## src/rtl/pipe_pkg.sv

```systemverilog
// Shared pipeline constants: control bundle layout and register-specifier width.
package pipe_pkg;

    localparam int CTRL_W = 8;
    localparam int REG_W  = 5;
    localparam int FUNC_W = 6;
    localparam int CNT_W  = 16;

    // Bit positions inside the ID/EX control bundle
    localparam int ALUOP_LO = 0;
    localparam int ALUOP_HI = 1;
    localparam int ALUSRC   = 2;
    localparam int REGDST   = 3;
    localparam int MEMREAD  = 4;
    localparam int MEMWRITE = 5;
    localparam int MEMTOREG = 6;
    localparam int REGWRITE = 7;

    localparam logic [CNT_W-1:0] CNT_MAX = '1;

    // Saturating increment for the bubble counter
    function automatic logic [CNT_W-1:0] sat_inc(input logic [CNT_W-1:0] v);
        return (v == CNT_MAX) ? v : v + 1'b1;
    endfunction

endpackage

```

## src/rtl/hazard_detect.sv

```systemverilog
// Load-use hazard compare: a load in EX whose destination is read by the
// instruction sitting in ID. Purely combinational.
module hazard_detect
    import pipe_pkg::*;
(
    input  logic             ex_valid,
    input  logic             ex_mem_read,
    input  logic [REG_W-1:0] ex_rt,
    input  logic             id_valid,
    input  logic [REG_W-1:0] id_rs,
    input  logic [REG_W-1:0] id_rt,
    output logic             hazard
);

    // Register 0 is hard-wired, so a load targeting it never creates a dependency
    always_comb begin
        hazard = ex_valid && ex_mem_read && (ex_rt != '0) && id_valid &&
                 ((ex_rt == id_rs) || (ex_rt == id_rt));
    end

endmodule

```

## src/rtl/id_ex_stage.sv

```systemverilog
// ID/EX pipeline register with flush, freeze, load-use bubble insertion and a
// saturating bubble counter.
module id_ex_stage
    import pipe_pkg::*;
#(
    parameter int DATA_W = 32
) (
    input  logic              clk,
    input  logic              rst_n,
    input  logic              stall,
    input  logic              flush,
    input  logic              id_valid,
    input  logic [CTRL_W-1:0] id_ctrl,
    input  logic [FUNC_W-1:0] id_func,
    input  logic [REG_W-1:0]  id_rs,
    input  logic [REG_W-1:0]  id_rt,
    input  logic [REG_W-1:0]  id_rd,
    input  logic [DATA_W-1:0] id_read_data1,
    input  logic [DATA_W-1:0] id_read_data2,
    input  logic [DATA_W-1:0] id_imm,
    output logic              ex_valid,
    output logic [CTRL_W-1:0] ex_ctrl,
    output logic [1:0]        ex_alu_op,
    output logic [FUNC_W-1:0] ex_func,
    output logic [DATA_W-1:0] ex_read_data1,
    output logic [DATA_W-1:0] ex_read_data2,
    output logic [DATA_W-1:0] ex_imm,
    output logic [REG_W-1:0]  ex_rs,
    output logic [REG_W-1:0]  ex_rt,
    output logic [REG_W-1:0]  ex_write_reg,
    output logic              hazard_stall,
    output logic [CNT_W-1:0]  bubble_count
);

    logic load_bubble;
    logic update;

    hazard_detect u_hazard_detect (
        .ex_valid    (ex_valid),
        .ex_mem_read (ex_ctrl[MEMREAD]),
        .ex_rt       (ex_rt),
        .id_valid    (id_valid),
        .id_rs       (id_rs),
        .id_rt       (id_rt),
        .hazard      (hazard_stall)
    );

    assign ex_alu_op = ex_ctrl[ALUOP_HI:ALUOP_LO];

    // Flush beats stall; a hazard only inserts a bubble when the pipe is not frozen
    always_comb begin
        update      = flush || !stall;
        load_bubble = flush || (!stall && hazard_stall);
    end

    // All EX state and the bubble counter; reset discards any held instruction
    always_ff @(posedge clk or negedge rst_n) begin
        if (!rst_n) begin
            ex_valid      <= 1'b0;
            ex_ctrl       <= '0;
            ex_func       <= '0;
            ex_read_data1 <= '0;
            ex_read_data2 <= '0;
            ex_imm        <= '0;
            ex_rs         <= '0;
            ex_rt         <= '0;
            ex_write_reg  <= '0;
            bubble_count  <= '0;
        end else if (update) begin
            if (load_bubble) begin
                ex_valid      <= 1'b0;
                ex_ctrl       <= '0;
                ex_func       <= '0;
                ex_read_data1 <= '0;
                ex_read_data2 <= '0;
                ex_imm        <= '0;
                ex_rs         <= '0;
                ex_rt         <= '0;
                ex_write_reg  <= '0;
                bubble_count  <= sat_inc(bubble_count);
            end else begin
                ex_valid      <= id_valid;
                // An invalid slot must never carry write enables forward
                ex_ctrl       <= id_valid ? id_ctrl : '0;
                ex_func       <= id_func;
                ex_read_data1 <= id_read_data1;
                ex_read_data2 <= id_read_data2;
                ex_imm        <= id_imm;
                ex_rs         <= id_rs;
                ex_rt         <= id_rt;
                ex_write_reg  <= id_ctrl[REGDST] ? id_rd : id_rt;
            end
        end
    end

endmodule
```

## config.mk

```make
export PLATFORM = sky130hd
export DESIGN_NAME = id_ex_stage
export DESIGN_NICKNAME = d
export VERILOG_FILES = /design/src/rtl/pipe_pkg.sv /design/src/rtl/hazard_detect.sv /design/src/rtl/id_ex_stage.sv
export SDC_FILE = /design/constraint.sdc
export NUM_CORES = 1
export LEC_CHECK = 0
export ABC_CLOCK_PERIOD_IN_PS = 2700
export BUFFER_PORTS_ARGS = -buffer_cell sky130_fd_sc_hd__buf_2
export CORE_ASPECT_RATIO = 1.4
export CORE_UTILIZATION = 45
export DETAILED_ROUTE_END_ITERATION = 12
export HOLD_SLACK_MARGIN = 0.12
export PLACE_DENSITY = 0.81
export SLEW_MARGIN = 10
export SYNTH_ARGS = -nofsm -noshare
export SYNTH_HDL_FRONTEND = slang
export SYNTH_HIERARCHICAL = 1
export SYNTH_SLANG_ARGS = --single-unit
```

## constraint.sdc

```tcl
create_clock -name clk -period 2.7 [get_ports clk]
set_clock_uncertainty 0.15 [all_clocks]
set_input_delay 0.135 -clock clk [delete_from_list [all_inputs] [get_ports clk]]
set_output_delay 0.135 -clock clk [all_outputs]
set_load 0.01 [all_outputs]
```

==> reports/qor.csv, run 1 <==
stage,metric,value,unit
run_status,outcome,completed,
critical_path,CP endpoint kind,register,
hold_path,Hold Crit Class,primary input to async pin,
routing,DR pass1 iterations,5,
yosys,most common cell in the synthesized netlist,dfrtp_1,
clock_network,clk root buf,clkbuf_16,
timing,setup_tns,0,ns
critical_path,CP Max Fanout,9,
floorplanning,core outline area,0.0115,mm2
yosys,post-synth top area share,0.667,
grt,largest net degree at the start of global routing,65,
timing,setup violators final,0,
routing,Routed Antenna Nets,0,
power,Internal,4.28,mW
clock_network,Clock Sinks,142,
clock_network,H-tree level count,4,
routing,drt drc,0,
critical_path,reg-to-reg startpoint,ex_rt[3],
grt,global-route wire length before repair,27800,um
power,power consumption,5.77,mW
finish,layout cells sized above 1,0.406,
place,dpl hpwl,10200,um
finish,Nets,914,
yosys,Cells after Synth,379,
clock_network,CTS Buf Count,17,
timing,Final WS setup,0.203,ns
power,Peak supply drop,0.392,mV
power,sequential power share,0.422,
floorplanning,die outline height,131,um
clock_network,"Reg clk slew, reported paths",0.06,ns
clock_network,CTS tree,built,
timing,max frequency,400,MHz
place,post-place setup slack,0.160,ns
clock_network,CTS Buffer Depth,2,
power,Clk pwr share,0.424,
timing,min Tclk post-route,2.50,ns
routing,via count,5190,
yosys,synth unique cells,31,
floorplanning,Die X,94.0,um
grt,total gr overflow,0,
yosys,Syn Nets,510,
power,Sw Share,0.258,
timing,Max transition margin,0.546,
yosys,Yosys top cell by area,dfrtp_1,
finish,fin util,0.771,
power,Gate power share,0.154,
routing,initial DRC count,315,
yosys,Synth area leaders,"dfrtp_1, a22o_1, xnor2_1",
grt,initial antenna violation count,0,
yosys,Post-synth EDFFs,0,
floorplanning,starting density of the core,0.465,
grt,Total GRT Usage,0.304,
yosys,Ys Warns,6,
place,placed insts,775,
power,Leakage,4.70,nW
clock_network,clock latency on the worst-skew pair,0.41,ns
floorplanning,full die area,0.0123,mm2
timing,Fin. Hold Viols,0,
yosys,post-synthesis instance area,0.00533,mm2
yosys,Synth Register Bits,142,
timing,crit share post-route,0.925,
finish,Post-Layout Cell Count,941,
critical_path,Worst EP required,2.88,ns
timing,RSZ-0062 raised after global routing,no,
yosys,Avg Inst Size Synth,14.1,um2
finish,Syn-to-layout area delta,65.7,%
critical_path,WS Path Type,register to register,
run,MaxCap Viol Count,0,
place,IO buf count,274,
critical_path,Critical path origin,ex_rt[3],
yosys,Synth Flop Type,dfrtp_1,
routing,wire per inst,19.7,um
power,PwrDens,654,mW/mm2
critical_path,Critical Path AT,2.68,ns
place,GP Congestion,0.916,
grt,vias in the first global route,5331,
timing,worst-margin pin slew,0.681,ns
finish,# fillers,661,
timing,Final Max Slew Viols,0,
yosys,most instantiated cells after synthesis,"dfrtp_1, a22o_1, clkbuf_1",
yosys,sequential area share after synthesis,0.667,
finish,largest registers,"ex_imm: 32 flops, ex_read_data1: 32 flops, ex_read_data2: 32 flops",
routing,WL final,18500,um
floorplanning,Rows,46,
routing,vias per inst,5.52,
floorplanning,Boundary Pins,275,
power,Net Sw Power,1.49,mW
yosys,post-synthesis async set-or-reset flop share,1.00,
critical_path,critical path launch point type,register,
[worst paths after layout]
path                                    end  depth (start not counted)  slack (ns)
max                              ex_ctrl[4]                          6        0.20
min reg2reg                 ex_write_reg[1]                          2        0.33
min                        ex_read_data1[4]                          2        0.11
max reg2reg                      ex_ctrl[4]                          6        0.20
min in group clk                   ex_valid                          3        0.19
max in group asynchronous   bubble_count[9]                          3        1.51
[power groups by stage]
stage               sequential (mW)  clock, mW  combinational [mW]
detailed placement             2.46          0               0.706
global placement               2.45          0               0.681
global route                   2.45       2.57               0.958
floorplan                      2.51          0               0.259
CTS                            2.43       2.47               0.860
finish                         2.44       2.45               0.887
[timing repair]
| item | CTS | global route |
|---|---|---|
| setup buffers | 0 | 0 |
| hold buffers | 133 | 0 |
| hold endpoints to repair | 267 | 0 |
| resized for setup | 0 | 3 |
| endpoints found under the setup margin | 0 | 11 |
[cell usage in the layout, fill, tap and decap left out, types with 3 or more instances in the layout]
| master | n |
|---|---|
| buf_2 | 273 |
| dfrtp_1 | 142 |
| dlygate4sd3_1 | 133 |
| a22o_1 | 120 |
| clkbuf_16 | 17 |
| xnor2_1 | 15 |
| nand2_1 | 10 |
| xor2_1 | 10 |
| o21ai_0 | 6 |
| nand4_1 | 6 |
| nand3_1 | 6 |
| mux2i_1 | 5 |
| buf_4 | 5 |
| inv_6 | 4 |
| inv_1 | 3 |
| nor3_2 | 3 |
| nor3_1 | 3 |
| clkbuf_8 | 3 |
| bufinv_16 | 3 |
[final cells by class]
cell class	instances	area (um2)	area share
Antenna cell	1	2.50	0.000284
Clock buffer	21	470	0.0533
Clock inverter	11	151	0.0172
Inverter	3	11.3	0.00128
Multi-Input combinational cell	204	1660	0.188
Sequential cell	142	3550	0.403
Tap cell	144	180	0.0204
Timing Repair Buffer	415	2800	0.317
[critical path, cell delays in order, from the launching register on]
cell       delay, ns
dfrtp_1         0.45
or4_1           0.53
o2111ai_1       0.22
a21oi_2         0.08
nor3_2          0.34
and2_1          0.42
a22o_1          0.24
[cells by family after synthesis]
| kind of cell | share of synthesized area |
|---|---|
| buffers and inverters | 0.0256 |
| AOI/OAI and AO/OA | 0.210 |
| muxes | 0.0115 |
| DFF | 0.667 |
| xor gates and xnor gates | 0.0411 |
| and+or+nand+nor | 0.0423 |
| adders and majority gates | 0.00235 |
[stage by stage]
stage / instance area, um2 / hold slack, ns
2_1_floorplan: 5330 / -0.311
3_3_place_gp: 6860 / -0.0165
3_5_place_dp: 6860 / 0.00260
4_1_cts: 8810 / 0.137
5_1_grt: 8820 / 0.164
6_report: 8830 / 0.111
[routing by layer]
| metal | GRT usage | up-vias | wire [um] |
|---|---|---|---|
| met2 | 0.523 | 327 | 9800 |
| met3 | 0.0712 | 82 | 1240 |
| li1 | - | 2241 | - |
| met5 | 0 | - | 0 |
| met4 | 0.189 | 0 | 884 |
| met1 | 0.340 | 2540 | 6570 |
Note: power is estimated with default switching activity, not from simulation.
==> run 2: changes to the inputs <==
--- a/config.mk
+++ b/config.mk
@@ -5,7 +5,7 @@
 export SDC_FILE = /design/constraint.sdc
 export NUM_CORES = 1
 export LEC_CHECK = 0
-export ABC_CLOCK_PERIOD_IN_PS = 2700
+export ABC_CLOCK_PERIOD_IN_PS = 2600
 export BUFFER_PORTS_ARGS = -buffer_cell sky130_fd_sc_hd__buf_2
 export CORE_ASPECT_RATIO = 1.4
 export CORE_UTILIZATION = 45
==> constraint.sdc (replaced) <==
create_clock -name clk -period 2.6 [get_ports clk]
set_clock_uncertainty 0.15 [all_clocks]
set_input_delay 0.13 -clock clk [delete_from_list [all_inputs] [get_ports clk]]
set_output_delay 0.13 -clock clk [all_outputs]
set_load 0.01 [all_outputs]
==> run 2 against run 1 <==
The flow now finishes with violations (setup timing); cell area up 0.68%; sequential power up 4%; via count up 1.2%; worst hold slack better by 0.043 ns; non-clock buffer count up 4; largest power group is now sequential cells.
==> reports/qor.csv, run 2 (synthesized netlist as in run 1, its figures left out) <==
stage,metric,value,unit
floorplanning,Rows,46,
run,MaxCap Viol Count,0,
routing,Routed Antenna Nets,0,
floorplanning,die outline height,131,um
routing,vias per inst,5.56,
timing,setup_tns,-0.00105,ns
finish,Syn-to-layout area delta,66.8,%
critical_path,critical path launch point type,register,
place,dpl hpwl,10400,um
grt,Total GRT Usage,0.313,
grt,global-route wire length before repair,28700,um
power,Leakage,4.71,nW
routing,initial DRC count,256,
routing,via count,5253,
timing,crit share post-route,1.00,
critical_path,WS Path Type,register to register,
critical_path,r2r endpoint,bubble_count[11],
power,Peak supply drop,0.403,mV
floorplanning,Boundary Pins,275,
clock_network,CTS Buf Count,17,
critical_path,crit path cell chain,"xor2_1, nor3_1, nand3_1, a21oi_2, a21oi_2, or4_4, nor2_1, xor2_1",
routing,DR pass1 iterations,4,
timing,Max transition margin,0.630,
floorplanning,Die X,94.0,um
critical_path,reg-to-reg startpoint,ex_rt[2],
floorplanning,starting density of the core,0.465,
clock_network,clk root buf,clkbuf_16,
clock_network,CTS tree,built,
grt,largest net degree at the start of global routing,75,
clock_network,H-tree level count,4,
timing,worst-margin pin slew,0.554,ns
hold_path,Hold Crit Class,primary input to async pin,
timing,Final Max Slew Viols,0,
finish,Final Cell Area,0.00889,mm2
critical_path,Critical Path AT,2.77,ns
timing,max frequency,384,MHz
power,PwrDens,660,mW/mm2
finish,fin util,0.776,
routing,wire per inst,20.0,um
critical_path,CP max stage delay,0.57,ns
critical_path,CP Max Fanout,5,
clock_network,CTS Buffer Depth,2,
finish,Nets,918,
critical_path,worst r2r path cells,8,
routing,WL final,18900,um
finish,"most common cell after layout, fill and taps aside",buf_2,
clock_network,Clock Sinks,142,
clock_network,clock latency on the worst-skew pair,0.41,ns
critical_path,flop2flop setup slack,-0.001,ns
grt,initial antenna violation count,0,
timing,setup violators final,1,
place,IO buf count,274,
critical_path,CP endpoint kind,register,
run_status,violated checks,setup timing,
critical_path,Worst EP required,2.77,ns
grt,total gr overflow,0,
place,GP Congestion,0.845,
grt,vias in the first global route,5688,
critical_path,Critical-path top delay cell,or4_4,
floorplanning,core outline area,0.0115,mm2
timing,Fin. Hold Viols,0,
place,Area after DPL,0.00691,mm2
timing,min Tclk post-route,2.60,ns
finish,largest registers,"ex_imm: 32 flops, ex_read_data1: 32 flops, ex_read_data2: 32 flops",
finish,"commonest cells after routing, fill and taps aside","buf_2, dfrtp_1, dlygate4sd3_1, a22o_1, clkbuf_16",
clock_network,"Reg clk slew, reported paths",0.06,ns
finish,layout cells sized above 1,0.411,
timing,Final WS setup,-0.00105,ns
floorplanning,full die area,0.0123,mm2
routing,drt drc,0,
run_status,outcome,"complete, but fails checks",
==> run 2: area by class of cell <==
class                   count  area (um2)
clock inverters            12         135
well taps                 144         180
clock buffers              20         447
multi-input cells         204        1670
fillers                   631        2570
diodes                      1        2.50
inverters                   3        11.3
flip-flops and latches    142        3550
repair buffers            419        2890
==> run 2: routing by layer <==
layer	track usage	vias to the layer above	wire, um
met1	0.327	2566	6610
met3	0.0903	106	1250
met2	0.537	337	9980
li1	-	2244	-
met5	0	-	0
met4	0.224	0	1110
==> run 2: what timing repair did <==
action / 4_1_cts / 5_1_grt
pin swaps: 1 / 1
resized for setup: 1 / 6
hold buffers: 133 / 1
setup buffers: 1 / 0
hold endpoints to repair: 267 / 1
endpoints found under the setup margin: 5 / 78
==> run 2: worst max-delay path by stage <==
stage | cells after the start | slack [ns] | start | end
final | 8 | -0.001 | ex_rt[2] | bubble_count[11]
after global routing | 8 | -0.002 | ex_rt[2] | bubble_count[11]
after CTS | 7 | 0.01 | ex_rt[3] | ex_ctrl[1]
after detailed placement | 8 | -0.09 | ex_rt[2] | bubble_count[11]
after global placement | 8 | 0.16 | ex_rt[2] | bubble_count[11]
after floorplan | 7 | 0.03 | ex_rt[3] | ex_read_data1[10]
==> run 2: through the flow <==
step                      power [mW]  setup WS [ns]  cells  hold slack, ns
after floorplan                 2.88         0.0263    379          -0.316
after global placement          3.26          0.155    777         -0.0434
after detailed placement        3.30        -0.0868    777         -0.0332
after CTS                       5.85         0.0139    943           0.149
after global routing            6.10       -0.00236    944           0.146
final                           5.86       -0.00105    945           0.154
==> run 2: power breakdown <==
| group | switching (mW) | internal [mW] | leakage (nW) |
|---|---|---|---|
| clock | 0.946 | 1.45 | 0.273 |
| combinational | 0.456 | 0.486 | 2.55 |
| sequential | 0.157 | 2.37 | 1.88 |
| total | 1.56 | 4.31 | 4.71 |
==> run 2: worst max-delay path: cells and delay by family (launching register included) <==
family                    cells  cell delay, ns
and+or+nand+nor               4            1.19
xor gates and xnor gates      2            0.38
DFF                           1            0.44
AOI/OAI and AO/OA             2            0.34
